File: src/rtl/rs_alu_if.sv
// rs_alu_if: dispatch, result-broadcast and issue signals of the ALU reservation station.
interface rs_alu_if #(
    parameter int NICK_W = 4,
    parameter int OP_W   = 6
);
    logic              rdy;
    logic              i_clr;
    logic              iDP_en;
    logic [31:0]       iDP_pc;
    logic [31:0]       iDP_imm;
    logic [OP_W-1:0]   iDP_op;
    logic [NICK_W-1:0] iDP_rd_nick;
    logic              iDP_rs1_rdy;
    logic              iDP_rs2_rdy;
    logic [31:0]       iDP_rs1_dt;
    logic [31:0]       iDP_rs2_dt;
    logic [NICK_W-1:0] iDP_rs1_nick;
    logic [NICK_W-1:0] iDP_rs2_nick;
    logic              oDP_full;
    logic              iEX_en;
    logic [NICK_W-1:0] iEX_nick;
    logic [31:0]       iEX_dt;
    logic              iSLB_en;
    logic [NICK_W-1:0] iSLB_nick;
    logic [31:0]       iSLB_dt;
    logic              oEX_en;
    logic [31:0]       oEX_pc;
    logic [31:0]       oEX_imm;
    logic [31:0]       oEX_rs1_dt;
    logic [31:0]       oEX_rs2_dt;
    logic [OP_W-1:0]   oEX_op;
    logic [NICK_W-1:0] oEX_rd_nick;

    modport master (
        output rdy, i_clr, iDP_en, iDP_pc, iDP_imm, iDP_op, iDP_rd_nick,
               iDP_rs1_rdy, iDP_rs2_rdy, iDP_rs1_dt, iDP_rs2_dt, iDP_rs1_nick, iDP_rs2_nick,
               iEX_en, iEX_nick, iEX_dt, iSLB_en, iSLB_nick, iSLB_dt,
        input  oDP_full, oEX_en, oEX_pc, oEX_imm, oEX_rs1_dt, oEX_rs2_dt, oEX_op, oEX_rd_nick
    );
    modport slave (
        input  rdy, i_clr, iDP_en, iDP_pc, iDP_imm, iDP_op, iDP_rd_nick,
               iDP_rs1_rdy, iDP_rs2_rdy, iDP_rs1_dt, iDP_rs2_dt, iDP_rs1_nick, iDP_rs2_nick,
               iEX_en, iEX_nick, iEX_dt, iSLB_en, iSLB_nick, iSLB_dt,
        output oDP_full, oEX_en, oEX_pc, oEX_imm, oEX_rs1_dt, oEX_rs2_dt, oEX_op, oEX_rd_nick
    );
endinterface

File: src/rtl/rs_alu.sv
// rs_alu: ALU reservation station with operand wake-up and single issue per cycle.
// Define RS_AGE_SEL_EN to issue the oldest ready entry instead of the lowest-index one.
module rs_alu #(
    parameter int RS_SIZE = 8,
    parameter int NICK_W  = 4,
    parameter int OP_W    = 6
) (
    input logic     clk,
    input logic     rst,
    rs_alu_if.slave bus
);
    localparam int IW = $clog2(RS_SIZE);

    logic [RS_SIZE-1:0] valid, r1, r2, can_issue;
    logic [31:0]        pc [RS_SIZE];
    logic [31:0]        imm [RS_SIZE];
    logic [31:0]        d1 [RS_SIZE];
    logic [31:0]        d2 [RS_SIZE];
    logic [OP_W-1:0]    op [RS_SIZE];
    logic [NICK_W-1:0]  rd [RS_SIZE];
    logic [NICK_W-1:0]  n1 [RS_SIZE];
    logic [NICK_W-1:0]  n2 [RS_SIZE];
    logic [IW-1:0]      free_idx, sel_idx;
    logic               sel_ok, alloc;
    logic               f1_ex, f1_slb, f2_ex, f2_slb;

    assign bus.oDP_full = &valid;
    assign can_issue    = valid & r1 & r2;
    assign alloc        = bus.iDP_en && !bus.oDP_full;
    assign f1_ex        = bus.iEX_en && bus.iEX_nick == bus.iDP_rs1_nick;
    assign f1_slb       = bus.iSLB_en && bus.iSLB_nick == bus.iDP_rs1_nick;
    assign f2_ex        = bus.iEX_en && bus.iEX_nick == bus.iDP_rs2_nick;
    assign f2_slb       = bus.iSLB_en && bus.iSLB_nick == bus.iDP_rs2_nick;

    always_comb begin
        free_idx = '0;
        for (int i = RS_SIZE - 1; i >= 0; i--)
            if (!valid[i]) free_idx = i[IW-1:0];
    end

`ifdef RS_AGE_SEL_EN
    // older[i][j] set: entry j was allocated before entry i
    logic [RS_SIZE-1:0] older [RS_SIZE];

    always_comb begin
        sel_ok  = 1'b0;
        sel_idx = '0;
        for (int i = 0; i < RS_SIZE; i++)
            if (can_issue[i] && !(|(can_issue & older[i]))) begin
                sel_ok  = 1'b1;
                sel_idx = i[IW-1:0];
            end
    end

    always_ff @(posedge clk)
        if (!rst && bus.rdy && !bus.i_clr && alloc) begin
            for (int i = 0; i < RS_SIZE; i++) older[i][free_idx] <= 1'b0;
            older[free_idx] <= ~(RS_SIZE'(1) << free_idx);
        end
`else
    always_comb begin
        sel_ok  = |can_issue;
        sel_idx = '0;
        for (int i = RS_SIZE - 1; i >= 0; i--)
            if (can_issue[i]) sel_idx = i[IW-1:0];
    end
`endif

    always_ff @(posedge clk) begin
        if (rst) begin
            valid          <= '0;
            r1             <= '0;
            r2             <= '0;
            bus.oEX_en      <= 1'b0;
            bus.oEX_pc      <= '0;
            bus.oEX_imm     <= '0;
            bus.oEX_rs1_dt  <= '0;
            bus.oEX_rs2_dt  <= '0;
            bus.oEX_op      <= '0;
            bus.oEX_rd_nick <= '0;
        end else if (!bus.rdy) begin
            bus.oEX_en <= 1'b0;
        end else if (bus.i_clr) begin
            valid      <= '0;
            bus.oEX_en <= 1'b0;
        end else begin
            // iEX wins over iSLB when both carry the awaited tag
            for (int i = 0; i < RS_SIZE; i++) begin
                if (valid[i] && !r1[i] && bus.iEX_en && n1[i] == bus.iEX_nick) begin
                    d1[i] <= bus.iEX_dt;
                    r1[i] <= 1'b1;
                end else if (valid[i] && !r1[i] && bus.iSLB_en && n1[i] == bus.iSLB_nick) begin
                    d1[i] <= bus.iSLB_dt;
                    r1[i] <= 1'b1;
                end
                if (valid[i] && !r2[i] && bus.iEX_en && n2[i] == bus.iEX_nick) begin
                    d2[i] <= bus.iEX_dt;
                    r2[i] <= 1'b1;
                end else if (valid[i] && !r2[i] && bus.iSLB_en && n2[i] == bus.iSLB_nick) begin
                    d2[i] <= bus.iSLB_dt;
                    r2[i] <= 1'b1;
                end
            end
            bus.oEX_en <= sel_ok;
            if (sel_ok) begin
                valid[sel_idx]  <= 1'b0;
                bus.oEX_pc      <= pc[sel_idx];
                bus.oEX_imm     <= imm[sel_idx];
                bus.oEX_rs1_dt  <= d1[sel_idx];
                bus.oEX_rs2_dt  <= d2[sel_idx];
                bus.oEX_op      <= op[sel_idx];
                bus.oEX_rd_nick <= rd[sel_idx];
            end
            if (alloc) begin
                valid[free_idx] <= 1'b1;
                pc[free_idx]    <= bus.iDP_pc;
                imm[free_idx]   <= bus.iDP_imm;
                op[free_idx]    <= bus.iDP_op;
                rd[free_idx]    <= bus.iDP_rd_nick;
                n1[free_idx]    <= bus.iDP_rs1_nick;
                n2[free_idx]    <= bus.iDP_rs2_nick;
                r1[free_idx]    <= bus.iDP_rs1_rdy | f1_ex | f1_slb;
                r2[free_idx]    <= bus.iDP_rs2_rdy | f2_ex | f2_slb;
                d1[free_idx]    <= bus.iDP_rs1_rdy ? bus.iDP_rs1_dt : f1_ex ? bus.iEX_dt :
                                   f1_slb ? bus.iSLB_dt : bus.iDP_rs1_dt;
                d2[free_idx]    <= bus.iDP_rs2_rdy ? bus.iDP_rs2_dt : f2_ex ? bus.iEX_dt :
                                   f2_slb ? bus.iSLB_dt : bus.iDP_rs2_dt;
            end
        end
    end
endmodule
File: src/flat_wrapper.sv
// flat-port wrapper written by rule: the top's interface ports become plain ports
module rs_alu_flat 
#(
    parameter int RS_SIZE = 8,
    parameter int NICK_W  = 4,
    parameter int OP_W    = 6
)
  (clk, rst, bus_rdy, bus_i_clr, bus_iDP_en, bus_iDP_pc, bus_iDP_imm, bus_iDP_op, bus_iDP_rd_nick, bus_iDP_rs1_rdy, bus_iDP_rs2_rdy, bus_iDP_rs1_dt, bus_iDP_rs2_dt, bus_iDP_rs1_nick, bus_iDP_rs2_nick, bus_iEX_en, bus_iEX_nick, bus_iEX_dt, bus_iSLB_en, bus_iSLB_nick, bus_iSLB_dt, bus_oDP_full, bus_oEX_en, bus_oEX_pc, bus_oEX_imm, bus_oEX_rs1_dt, bus_oEX_rs2_dt, bus_oEX_op, bus_oEX_rd_nick);
  rs_alu_if #(.NICK_W(NICK_W), .OP_W(OP_W)) bus_i ();
  input logic clk;
  input logic rst;
  input wire logic [$bits(bus_i.rdy)-1:0] bus_rdy;
  input wire logic [$bits(bus_i.i_clr)-1:0] bus_i_clr;
  input wire logic [$bits(bus_i.iDP_en)-1:0] bus_iDP_en;
  input wire logic [$bits(bus_i.iDP_pc)-1:0] bus_iDP_pc;
  input wire logic [$bits(bus_i.iDP_imm)-1:0] bus_iDP_imm;
  input wire logic [$bits(bus_i.iDP_op)-1:0] bus_iDP_op;
  input wire logic [$bits(bus_i.iDP_rd_nick)-1:0] bus_iDP_rd_nick;
  input wire logic [$bits(bus_i.iDP_rs1_rdy)-1:0] bus_iDP_rs1_rdy;
  input wire logic [$bits(bus_i.iDP_rs2_rdy)-1:0] bus_iDP_rs2_rdy;
  input wire logic [$bits(bus_i.iDP_rs1_dt)-1:0] bus_iDP_rs1_dt;
  input wire logic [$bits(bus_i.iDP_rs2_dt)-1:0] bus_iDP_rs2_dt;
  input wire logic [$bits(bus_i.iDP_rs1_nick)-1:0] bus_iDP_rs1_nick;
  input wire logic [$bits(bus_i.iDP_rs2_nick)-1:0] bus_iDP_rs2_nick;
  input wire logic [$bits(bus_i.iEX_en)-1:0] bus_iEX_en;
  input wire logic [$bits(bus_i.iEX_nick)-1:0] bus_iEX_nick;
  input wire logic [$bits(bus_i.iEX_dt)-1:0] bus_iEX_dt;
  input wire logic [$bits(bus_i.iSLB_en)-1:0] bus_iSLB_en;
  input wire logic [$bits(bus_i.iSLB_nick)-1:0] bus_iSLB_nick;
  input wire logic [$bits(bus_i.iSLB_dt)-1:0] bus_iSLB_dt;
  output wire logic [$bits(bus_i.oDP_full)-1:0] bus_oDP_full;
  output wire logic [$bits(bus_i.oEX_en)-1:0] bus_oEX_en;
  output wire logic [$bits(bus_i.oEX_pc)-1:0] bus_oEX_pc;
  output wire logic [$bits(bus_i.oEX_imm)-1:0] bus_oEX_imm;
  output wire logic [$bits(bus_i.oEX_rs1_dt)-1:0] bus_oEX_rs1_dt;
  output wire logic [$bits(bus_i.oEX_rs2_dt)-1:0] bus_oEX_rs2_dt;
  output wire logic [$bits(bus_i.oEX_op)-1:0] bus_oEX_op;
  output wire logic [$bits(bus_i.oEX_rd_nick)-1:0] bus_oEX_rd_nick;
  assign bus_i.rdy = bus_rdy;
  assign bus_i.i_clr = bus_i_clr;
  assign bus_i.iDP_en = bus_iDP_en;
  assign bus_i.iDP_pc = bus_iDP_pc;
  assign bus_i.iDP_imm = bus_iDP_imm;
  assign bus_i.iDP_op = bus_iDP_op;
  assign bus_i.iDP_rd_nick = bus_iDP_rd_nick;
  assign bus_i.iDP_rs1_rdy = bus_iDP_rs1_rdy;
  assign bus_i.iDP_rs2_rdy = bus_iDP_rs2_rdy;
  assign bus_i.iDP_rs1_dt = bus_iDP_rs1_dt;
  assign bus_i.iDP_rs2_dt = bus_iDP_rs2_dt;
  assign bus_i.iDP_rs1_nick = bus_iDP_rs1_nick;
  assign bus_i.iDP_rs2_nick = bus_iDP_rs2_nick;
  assign bus_i.iEX_en = bus_iEX_en;
  assign bus_i.iEX_nick = bus_iEX_nick;
  assign bus_i.iEX_dt = bus_iEX_dt;
  assign bus_i.iSLB_en = bus_iSLB_en;
  assign bus_i.iSLB_nick = bus_iSLB_nick;
  assign bus_i.iSLB_dt = bus_iSLB_dt;
  assign bus_oDP_full = bus_i.oDP_full;
  assign bus_oEX_en = bus_i.oEX_en;
  assign bus_oEX_pc = bus_i.oEX_pc;
  assign bus_oEX_imm = bus_i.oEX_imm;
  assign bus_oEX_rs1_dt = bus_i.oEX_rs1_dt;
  assign bus_oEX_rs2_dt = bus_i.oEX_rs2_dt;
  assign bus_oEX_op = bus_i.oEX_op;
  assign bus_oEX_rd_nick = bus_i.oEX_rd_nick;
  rs_alu #(.RS_SIZE(RS_SIZE), .NICK_W(NICK_W), .OP_W(OP_W)) u_core (.clk(clk), .rst(rst), .bus(bus_i));
endmodule
File: config.mk
export PLATFORM = sky130hd
export DESIGN_NAME = rs_alu_flat
export DESIGN_NICKNAME = d
export VERILOG_FILES = /design/src/rtl/rs_alu_if.sv /design/src/rtl/rs_alu.sv /design/src/flat_wrapper.sv
export SDC_FILE = /design/constraint.sdc
export NUM_CORES = 2
export LEC_CHECK = 0
export CORE_ASPECT_RATIO = 0.75
export CORE_UTILIZATION = 50
export DETAILED_ROUTE_END_ITERATION = 6
export DONT_BUFFER_PORTS = 1
export PLACE_DENSITY = 0.64
export SLEW_MARGIN = 10
export SYNTH_ARGS = -nofsm -noshare
export SYNTH_HDL_FRONTEND = slang
export SYNTH_SLANG_ARGS = --single-unit
File: constraint.sdc
create_clock -name clk -period 10.1 [get_ports clk]
set_clock_uncertainty 0.15 [all_clocks]
set_input_delay 0.505 -clock clk [delete_from_list [all_inputs] [get_ports clk]]
set_output_delay 0.505 -clock clk [all_outputs]
set_load 0.01 [all_outputs]
# Word-level counts from Yosys, hierarchy flattened

Memory sizes are Yosys's and may differ from the RTL's. A register that Yosys moved wholly into a read port is not among the register bits.
Index checks and enable logic that the tools add are counted.

Bits in registers: 25
Bits in writable memories: 1,168
Input port bits: 227
Output and inout bits: 140
Word-level logic and storage cells: 501
Memories kept: 8

$lt $le $gt $ge: 4
Equality and inequality tests: 36
Muxes and demuxes: 313
Bitwise gates (word level): 27
Reduce and logical (&&, ||, !) cells: 109

Memory list:

| name        | words | width | read ports | clocked after Yosys merged registers in | write ports | RTL line     | source |
|---|---|---|---|---|---|---|---|
| u_core.d1   | 8     | 32    | 1          | 1                                       | 9           | rs_alu.sv:17 | `logic [31:0] d1 [RS_SIZE];` |
| u_core.d2   | 8     | 32    | 1          | 1                                       | 9           | rs_alu.sv:18 | `logic [31:0] d2 [RS_SIZE];` |
| u_core.imm  | 8     | 32    | 1          | 1                                       | 1           | rs_alu.sv:16 | `logic [31:0] imm [RS_SIZE];` |
| u_core.pc   | 8     | 32    | 1          | 1                                       | 1           | rs_alu.sv:15 | `logic [31:0] pc [RS_SIZE];` |
| u_core.op   | 8     | 6     | 1          | 1                                       | 1           | rs_alu.sv:19 | `logic [OP_W-1:0] op [RS_SIZE];` |
| u_core.n1   | 8     | 4     | 8          | 0                                       | 1           | rs_alu.sv:21 | `logic [NICK_W-1:0] n1 [RS_SIZE];` |
| +2 memories | n/a   | n/a   | n/a        | n/a                                     | n/a         | n/a          |  |

Operator list:

| cell                 | count |
|---|---|
| $mux W32             | 22 |
| $mux W1              | 263 |
| $eq A4 B4 Y1         | 36 |
| $logic_and A1 B1 Y1  | 87 |
| $mux W8              | 8 |
| $mux W3              | 16 |
| $and A8 B8 Y8        | 3 |
| $or A1 B1 Y1         | 20 |
| $logic_not A1 Y1     | 17 |
| $bwmux W8            | 2 |
| $lt A3 B4 Y1 const B | 2 |
| $not A8 Y8           | 1 |
| $or A8 B8 Y8         | 1 |
| $reduce_and A8 Y1    | 1 |
| $reduce_or A8 Y1     | 1 |
| $demux W1 S3         | 2 |
| $ge A3 B1 Y1 const B | 2 |
| $reduce_and A3 Y1    | 1 |
| $reduce_or A3 Y1     | 1 |
| $not A1 Y1           | 2 |
| $reduce_and A2 Y1    | 1 |

# Logic depth before layout (Yosys ltp)

Depth after elaboration: 23
Gate-level depth with buffers: 10

# Worst setup path before layout

OpenSTA, ideal clock, no wires.

Kind: input to register
Start: in bus_iSLB_nick[1]
End: mem u_core.d2[3][0], enable pin
Library setup time: 468 ps
Arrival time: 3,865 ps
Data required time: 9,482 ps
Slack: 5,617 ps
Cell stages on the path: 7
Path through: buf_2 -> buf_2 -> xor2_1 -> nor3_1 -> nand4_1 -> nand3_1 -> nor3b_1

RTL lines:

| element            | RTL line           | source |
|---|---|---|
| start: declaration | flat_wrapper.sv:29 | `input wire logic [$bits(bus_i.iSLB_nick)-1:0] bus_iSLB_nick;` |
| end: declaration   | rs_alu.sv:18       |  |

# Worst setup path after layout

Start: reg u_core.valid[3]
End: reg u_core.bus.oEX_pc[21], read port of u_core.pc

Cells in the longest elaborated chain, start to end: 6
Elaborated cells on any way between the ends: 8
Those cells by class: 4 x mux; 2 x bitwise; 2 x reduce/logical

RTL lines:

| element                          | RTL line        | source |
|---|---|---|
| start: declaration               | rs_alu.sv:14    | `logic [RS_SIZE-1:0] valid, r1, r2, can_issue;` |
| start signal: assignment         | rs_alu.sv:71    | `valid <= '0;` |
| start signal: assignment         | rs_alu.sv:84    | `valid <= '0;` |
| start signal: indexed assignment | rs_alu.sv:106   | `valid[sel_idx] <= 1'b0;` |
| $and A8 B8 Y8 (*) (2 in series)  | rs_alu.sv:28    | `assign can_issue = valid & r1 & r2;` |
| $mux W3 (4 in series)            | rs_alu.sv:65    | `if (can_issue[i]) sel_idx = i[IW-1:0];` |
| end: declaration                 | rs_alu_if.sv:44 | `output oDP_full, oEX_en, oEX_pc, oEX_imm, oEX_rs1_dt, oEX_rs2_dt, oEX_op, oEX_rd_nick` |

Mark *: on every way between the ends. The rest lies on a longest branch, timed or not.
A chain may end at the register's enable or synchronous reset.

==> flow_summary.yaml <==
clocking:
  clk-insertion-delay-late_ps: 790
  cts_buffer_depth: 3
  cts-buffers-inserted: 137
  cts_root_buf: "clkbuf_16"
  cts_sinks: 1331
  clk_pin_slew_worst_paths_ps: 60
  cts_tree: "built"
  cts-htree-levels: 4
yosys:
  synth_cell_types: 51
  synthArstFlopShare: 0
  synth_top_area_share: 0.549
  postSynthCellCount: 4716
  postSynthAreaPerCell_um2: 13.5
  yosys_warnings: 0
  synthesis.area_um2: 63900
  synth_seq_cells: 1331
  synth_edf_count: 1168
  netlist_top_cells_count: "1168 x edfxtp_1, 1056 x mux2i_1, 343 x clkbuf_1, 296 x nand2_1, 167 x nor2_1"
  synthTopCellsByArea: "edfxtp_1 55%, mux2i_1 17%, dfxtp_1 5.1%, clkbuf_1 2.0%, a311oi_1 1.9%"
  yosysTopAreaCell: "edfxtp_1"
  synthFlopType: "edfxtp_1"
  synth.most_common_cell: "edfxtp_1"
  synth_fp_nets: 4943
  synth-seq-area-share: 0.600
floorplan:
  core_area_um2: 127000
  die-area_um2: 129000
  start_util: 0.504
  ios: 367
  rows: 113
  dieWidth_um: 415
  die_height_um: 312
place:
  globalplace.congestion: 0.891
  dp_hpwl_um: 113000
  place.port_buffers: 0
  placed_cells: 5955
timing:
  final_hold_viol_count: 0
  drv_slew: 0
  rsz0062_at_grt: "false"
  fmax_mhz: 205
  finalSetupViolations: 0
  period_minus_slack_ps: 4870
  tns_ps: 0
  fin_worst_hold_slack_ps: 44.8
  worstMarginPinSlew_ps: 1290
  period_share: 0.482
  relSlewSlack: 0.137
layout:
  area_growth_syn_to_layout_pct: 13.3
  finalNonFillerCells: 6493
  nets: 4919
  drive_above_1_share: 0.0944
global_routing:
  grt_pass1_vias: 42800
  track_usage: 0.340
  gr-usage-met2: 0.507
  top_usage_layer: "met2"
  grt_pass1_wl_um: 319000
  grt_antenna_before_repair: 21
  gr-usage-met1: 0.486
  grt.overflow.total: 0
  gr-usage-met3: 0.0753
  grt_start_max_net_pins: 160
min_path:
  hp-class: "primary input to flop"
  min-delay-start: "bus_iEX_dt[5]"
routing:
  route.detailed.drc: 0
  ant_nets: 0
  routed_wl_um: 225000
  via_per_inst: 6.91
  vias: 44800
  wire_per_inst_um: 34.6
  first_pass_iters: 7
  drtIter0Drc: 6246
status:
  run_status: "finished clean"
worst_setup_path:
  cp-start-kind: "flop"
  crit_fanout: 57
  rr_startpoint: "u_core.valid[3]"
  critPathArrivalTime_ps: 5400
  crit_required_ps: 10630
  critical_path.startpoint: "u_core.valid[3]"
  critPathCaptureType: "flop"
  crit_type: "flop to flop"
flow_run:
  maxCapViolCount: 0
pwr:
  p_per_area_nw_per_um2: 163
  finalPower_w: 0.0118
  peakVddDrop_mv: 0.160
  p_leak_nw: 27.2
[path summary, 6_finish.rpt]
check / to / slack, ps / cells after the start
max: u_core.bus.oEX_pc[21] / 5230 / 8
min: u_core.d1[2][5] / 40 / 3
max reg2reg: u_core.bus.oEX_pc[21] / 5230 / 8
min reg2reg: u_core.r1[4] / 360 / 2
[final cells by class]
type	count	area (µm²)
fillers	10200	54300
flip-flops and latches	1331	38300
multi-input cells	2840	23700
clock buffers	200	3970
repair buffers	364	3460
well taps	1667	2090
clock inverters	54	633
inverters	18	87.6
diodes	19	47.5
[layer usage]
layer	vias to the layer above	routed length, µm
li1	18600	-
met1	22900	93400
met2	2895	99100
met3	443	24700
met4	10	7780
met5	-	61
[metrics by stage]
| stage | util | cell area [µm²] | setup WS [ps] |
|---|---|---|---|
| after floorplan | - | 63900 | 5620 |
| after global placement | 0.514 | 65100 | 5530 |
| after detailed placement | 0.514 | 65100 | 5440 |
| after CTS | 0.570 | 72200 | 5460 |
| after global routing | 0.571 | 72300 | 5150 |
| final | 0.571 | 72400 | 5230 |
[flip-flops by register name (all words and copies together), names as in the netlist]
register and flops:
u_core.bus.oEX_rd_nick 4, u_core.imm 256, u_core.n2 32, u_core.bus.oEX_op 6, u_core.bus.oEX_rs1_dt 32, u_core.d2 256
u_core.pc 256, u_core.r1 8, u_core.bus.oEX_rs2_dt 32, u_core.bus.oEX_en 1, u_core.d1 256, u_core.bus.oEX_imm 32
u_core.bus.oEX_pc 32, u_core.op 48, u_core.n1 32, u_core.valid 8, u_core.rd 32, u_core.r2 8
[repair_timing]
item                                   in CTS  in global routing
setup buffers                               0                  0
endpoints found under the hold margin    1354                  8
hold buffers                              253                  8
resized for setup                           0                  0
[power by group]
group | switching (W) | internal [W] | leakage, nW
combinational | 0.000331 | 0.000221 | 13.2
clock | 0.00224 | 0.00298 | 2.23
sequential | 0.00000681 | 0.00599 | 11.8
total | 0.00257 | 0.00920 | 27.2
[worst max-delay path, cell delays in order, from the launching register on]
cell and delay [ps]:
dfxtp_1 490, and3_1 340, o211ai_1 260, nor2_4 970
buf_4 970, buf_4 800, nand3_1 170, a21o_1 210
a311oi_1 270
[logic make-up (layout without fill, tap and decap cells)]
group | after synthesis | count (layout) | synth area share
flops | 1331 | 1331 | 0.600
mux | 1099 | 1099 | 0.173
compound gates | 917 | 917 | 0.123
simple gates | 680 | 680 | 0.0489
buf+inv | 545 | 636 | 0.0348
xor+xnor | 144 | 144 | 0.0197
other cells | 0 | 19 | 0
[placed cells by master (no fill, tap or decap), drive strengths merged, types with 5 or more instances in the layout]
master,count
edfxtp,1168
mux2i,1056
nand2,296
dlygate4sd3,260
clkbuf,201
nor2,167
dfxtp,163
a311oi,135
a211oi,129
a22oi,120
a22o,116
o2bb2ai,116
a32o,116
buf,103
xnor2,85
xor2,59
nand3,57
mux2,43
and3,41
clkinv,36
a222oi,34
a2bb2oi,32
a221oi,27
nor3,24
a31oi,23
nand4,22
inv,22
diode,19
and4,19
a21o,19
nor4,19
o21ai,15
a21oi,15
nor3b,12
bufinv,9
o31ai,8
nor2b,8
nand2b,6
or3b,6
clkinvlp,5
No activity file was read; power rests on OpenSTA's default activity.
